<file path="src/rtl/pass_slice.sv">
// pass_slice: two-entry skid buffer (main + skid register) with an output beat counter.
// Optional channel reversal on capture when PASS_SLICE_SWAP_EN is defined.
module pass_slice #(
  parameter int WIDTH    = 16,
  parameter int CHANNELS = 2,
  parameter int CNT_W    = 16
) (
`ifdef PASS_SLICE_SWAP_EN
  input  logic                      swap,
`endif
  input  logic                      Sclk,
  input  logic                      Reset_n,
  input  logic [CHANNELS*WIDTH-1:0] in_data,
  input  logic                      in_valid,
  output logic                      in_ready,
  output logic [CHANNELS*WIDTH-1:0] out_data,
  output logic                      out_valid,
  input  logic                      out_ready,
  output logic [CNT_W-1:0]          beat_cnt
);
  localparam int DW = CHANNELS * WIDTH;
  typedef enum logic [1:0] {EMPTY, ONE, TWO} state_t;
  state_t state, next;
  logic [DW-1:0] main_q, skid_q, cap;
  logic load_main, load_skid, from_skid;
`ifdef PASS_SLICE_SWAP_EN
  logic [DW-1:0] rev;
  for (genvar k = 0; k < CHANNELS; k++) begin : g_rev
    assign rev[k*WIDTH +: WIDTH] = in_data[(CHANNELS-1-k)*WIDTH +: WIDTH];
  end
  assign cap = swap ? rev : in_data;
`else
  assign cap = in_data;
`endif
  // Handshake outputs decode the state flops only, so no in->out or ready->ready path exists.
  assign out_valid = state != EMPTY;
  assign in_ready  = state != TWO;
  assign out_data  = main_q;
  always_comb begin
    next      = state;
    load_main = 1'b0;
    load_skid = 1'b0;
    from_skid = 1'b0;
    case (state)
      EMPTY: begin
        load_main = in_valid;
        next      = in_valid ? ONE : EMPTY;
      end
      ONE: begin
        load_main = in_valid && out_ready;
        load_skid = in_valid && !out_ready;
        next      = in_valid ? (out_ready ? ONE : TWO) : (out_ready ? EMPTY : ONE);
      end
      TWO: begin
        load_main = out_ready;
        from_skid = 1'b1;
        next      = out_ready ? ONE : TWO;
      end
      default: next = EMPTY;
    endcase
  end
  always_ff @(posedge Sclk) begin
    if (!Reset_n) begin
      state    <= EMPTY;
      main_q   <= '0;
      skid_q   <= '0;
      beat_cnt <= '0;
    end else begin
      state <= next;
      if (load_main) main_q <= from_skid ? skid_q : cap;
      if (load_skid) skid_q <= cap;
      if (out_valid && out_ready) beat_cnt <= beat_cnt + 1'b1;
    end
  end
endmodule

</file>
<file path="config.mk">
export PLATFORM = sky130hd
export DESIGN_NAME = pass_slice
export DESIGN_NICKNAME = d
export VERILOG_FILES = /design/src/rtl/pass_slice.sv
export SDC_FILE = /design/constraint.sdc
export NUM_CORES = 1
export LEC_CHECK = 0
export CAP_MARGIN = 20
export CORE_ASPECT_RATIO = 0.6
export CORE_UTILIZATION = 29
export CTS_CLUSTER_DIAMETER = 40
export DETAILED_ROUTE_END_ITERATION = 10
export PLACE_DENSITY = 0.56
export SLEW_MARGIN = 20
export SYNTH_ARGS = -nofsm -noshare
export SYNTH_HDL_FRONTEND = slang
export SYNTH_SLANG_ARGS = --single-unit
</file>
<file path="constraint.sdc">
create_clock -name Sclk -period 2.1 [get_ports Sclk]
set_clock_uncertainty 0.2 [all_clocks]
set_input_delay 0.42 -clock Sclk [delete_from_list [all_inputs] [get_ports Sclk]]
set_output_delay 0.42 -clock Sclk [all_outputs]
set_load 0.02 [all_outputs]
</file>
==> results.sh <==
export IMPL_drt_total_wl_um=8430
export IMPL_utilization_pct=41.0
export IMPL_tritoncts="built"
export IMPL_timing_final_crit_period_ns=2.03
export IMPL_power_internal_uw=2900
export IMPL_port_buffers=85
export IMPL_seqPwrFrac_pct=43.9
export IMPL_maxSlewViolCount=0
export IMPL_grt_max_degree=85
export IMPL_netlist_area_um2=3610
export IMPL_worstMarginPinSlew_ns=0.457
export IMPL_reg2reg_depth=4
export IMPL_drv_cap=0
export IMPL_hold_class="reg2reg"
export IMPL_placementRows=31
export IMPL_synth_seq_cells=82
export IMPL_synth_edf_count=0
export IMPL_dr_first_iter_drc_count=83
export IMPL_coreArea_um2=12100
export IMPL_gp_congestion=0.735
export IMPL_drive_above_1_share_pct=7.74
export IMPL_start_kind="flop"
export IMPL_start_util_pct=29.9
export IMPL_crit_chain="clkdlybuf4s50_1"
export IMPL_slew_headroom_pct=69.5
export IMPL_worstPathRequired_ns=1.48
export IMPL_postCtsSetupRepairBufs=0
export IMPL_cts_root_buf="clkbuf_16"
export IMPL_die_h_um=88.5
export IMPL_clk_latency_ns=0.34
export IMPL_outcome="finished, final reports clean"
export IMPL_grt_usage_pct=13.5
export IMPL_firstDrtPassIters=4
export IMPL_period_share_pct=96.8
export IMPL_ios=86
export IMPL_htree_levels=3
export IMPL_setup_violations_final=0
export IMPL_sw_frac_of_total_pct=24.7
export IMPL_routed_via_density=4.47
export IMPL_final_cell_mix="105 x nand2_1, 81 x dfxtp_1, 81 x clkdlybuf4s50_1"
export IMPL_post_dp_cell_area_um2=4660
export IMPL_finalInstanceArea_um2=4970
export IMPL_crit_slowest_cell="clkdlybuf4s50_1"
export IMPL_p_leak_uw=0.00230
export IMPL_async_flop_share_pct=0
export IMPL_via_count=2818
export IMPL_rsz0062_at_grt="no"
export IMPL_max_vdd_ir_drop_v=0.000385
export IMPL_fmax_mhz=492
export IMPL_clockPowerShare_pct=41.1
export IMPL_final_common_cell="nand2_1"
export IMPL_ys_seq_area_share_pct=45.4
export IMPL_comb_power_share_pct=15.1
export IMPL_area_delta_synth_final_pct=37.5
export IMPL_overflow=0
export IMPL_critPathTopFamily="buffers and inverters"
export IMPL_grt_pass1_wl_um=13500
export IMPL_synth_cells=382
export IMPL_cp_arrival_ns=1.41
export IMPL_nets=499
export IMPL_grt_pass1_vias=2610
export IMPL_max_stage_delay_ns=0.64
export IMPL_drc=0
export IMPL_synth_cell_type_count=33
export IMPL_antenna_found_initial=0
export IMPL_crit_path_end_kind="primary output"
export IMPL_n_antenna_cell=0
export IMPL_dieArea_um2=12900
export IMPL_final_hold_viol_count=0
export IMPL_power_density_nw_per_um2=774
export IMPL_hpwl_um=5640
export IMPL_hold_depth=2
export IMPL_drtAntennaViolNets=0
export IMPL_clk_pin_slew_worst_paths_ns=0.06
export IMPL_syn_mean_instance_area_um2=9.46
export IMPL_numCtsBuffers=9
export IMPL_cts_buffer_depth=2
export IMPL_dieWidth_um=146
export IMPL_wire_per_inst_um=13.4
export IMPL_synth_fp_nets=421
export IMPL_p_switching_uw=950
export IMPL_crit_path_max_fanout=5
export IMPL_cts_sinks=82
export IMPL_path_depth=1
export IMPL_critical_path_class="reg2out"
export IMPL_yosys_warnings=0
export IMPL_synthFlopType="dfxtp_1"
export IMPL_path_buf_inv=1
==> power by group through the flow <==
stage	Combinational [µW]	Clock [µW]	Sequential (µW)
finish	579	1580	1690
global route	624	1720	1700
CTS	587	1630	1690
detailed placement	587	0	1720
global placement	580	0	1720
floorplan	226	0	1790
==> cells in the mapped netlist, types with 2 or more instances <==
cell / count / share of area [%]
clkbuf_1: 11 / 1.1
xor2_1: 5 / 1.2
o211a_1: 32 / 8.9
nor4_1: 4 / 0.69
ha_1: 3 / 1.0
mux2i_1: 35 / 9.7
nand4_1: 4 / 0.69
inv_1: 4 / 0.42
a21boi_0: 34 / 7.1
o21ai_0: 4 / 0.55
buf_6: 4 / 1.2
dfxtp_1: 82 / 45
and2_1: 13 / 2.3
nand2_1: 105 / 11
nand2b_1: 2 / 0.35
xnor2_1: 6 / 1.5
or3_1: 2 / 0.35
buf_4: 4 / 0.83
buf_2: 11 / 1.5
nor3_1: 4 / 0.55
==> timing repair <==
| item | CTS | global route |
|---|---|---|
| gates resized for setup | 3 | 2 |
| endpoints found under the hold margin | 0 | 0 |
| setup endpoints to repair | 2 | 2 |
| hold buffers | 0 | 0 |
==> worst paths after layout <==
kind	from	endpoint	slack, ns
worst max-delay path	beat_cnt[3]$_SDFFE_PN0P_	beat_cnt[3]	0.07
worst min-delay path	skid_q[28]$_SDFFE_PN0P_	skid_q[28]$_SDFFE_PN0P_	0.26
worst max register to register	beat_cnt[3]$_SDFFE_PN0P_	beat_cnt[9]$_SDFFE_PN0P_	0.33
worst min register to register	skid_q[28]$_SDFFE_PN0P_	skid_q[28]$_SDFFE_PN0P_	0.26
==> per-layer routing <==
| metal | vias to the layer above | global-route usage, % | routed length [µm] | part of all wire [%] |
|---|---|---|---|---|
| li1 | 1460 | - | - | - |
| met1 | 1293 | 18.2 | 4430 | 53 |
| met2 | 58 | 20.2 | 3510 | 42 |
| met3 | 7 | 4.95 | 411 | 4.9 |
| met4 | 0 | 3.69 | 75 | 0.89 |
| met5 | - | 0 | 0 | 0 |
==> stage by stage <==
stage                     hold slack (ns)  total power, µW  TNS, ns  setup slack, ns  cells
after global routing                0.284             4040        0           0.0177    630
after CTS                           0.264             3910        0           0.0239    630
final                               0.261             3850        0           0.0662    630
after detailed placement            0.256             2310    -4.61           -0.179    614
after global placement              0.248             2300    -1.94           -0.145    614
after floorplan                     0.243             2020        0            0.391    382
==> state kept, by name (all words and copies together) (netlist names) <==
name,count
beat_cnt,16
out_data,32
skid_q,32
state,2
==> cells by family after synthesis <==
family,count (synthesis),synth area share (%)
muxes,35,9.70
buffers and inverters,34,5.16
and+or+nand+nor,142,17.7
AOI/OAI and AO/OA,75,18.4
adders and majority gates,3,1.04
xor gates and xnor gates,11,2.67
DFF,82,45.4
==> layout make-up <==
| class | count | area, µm² |
|---|---|---|
| inverters | 4 | 15.0 |
| multi-input cells | 266 | 1790 |
| clock inverters | 4 | 51.3 |
| well taps | 165 | 206 |
| fillers | 1216 | 7130 |
| clock buffers | 12 | 246 |
| flip-flops and latches | 82 | 1640 |
| repair buffers | 97 | 1010 |
No activity file was read; power rests on OpenSTA's default activity.
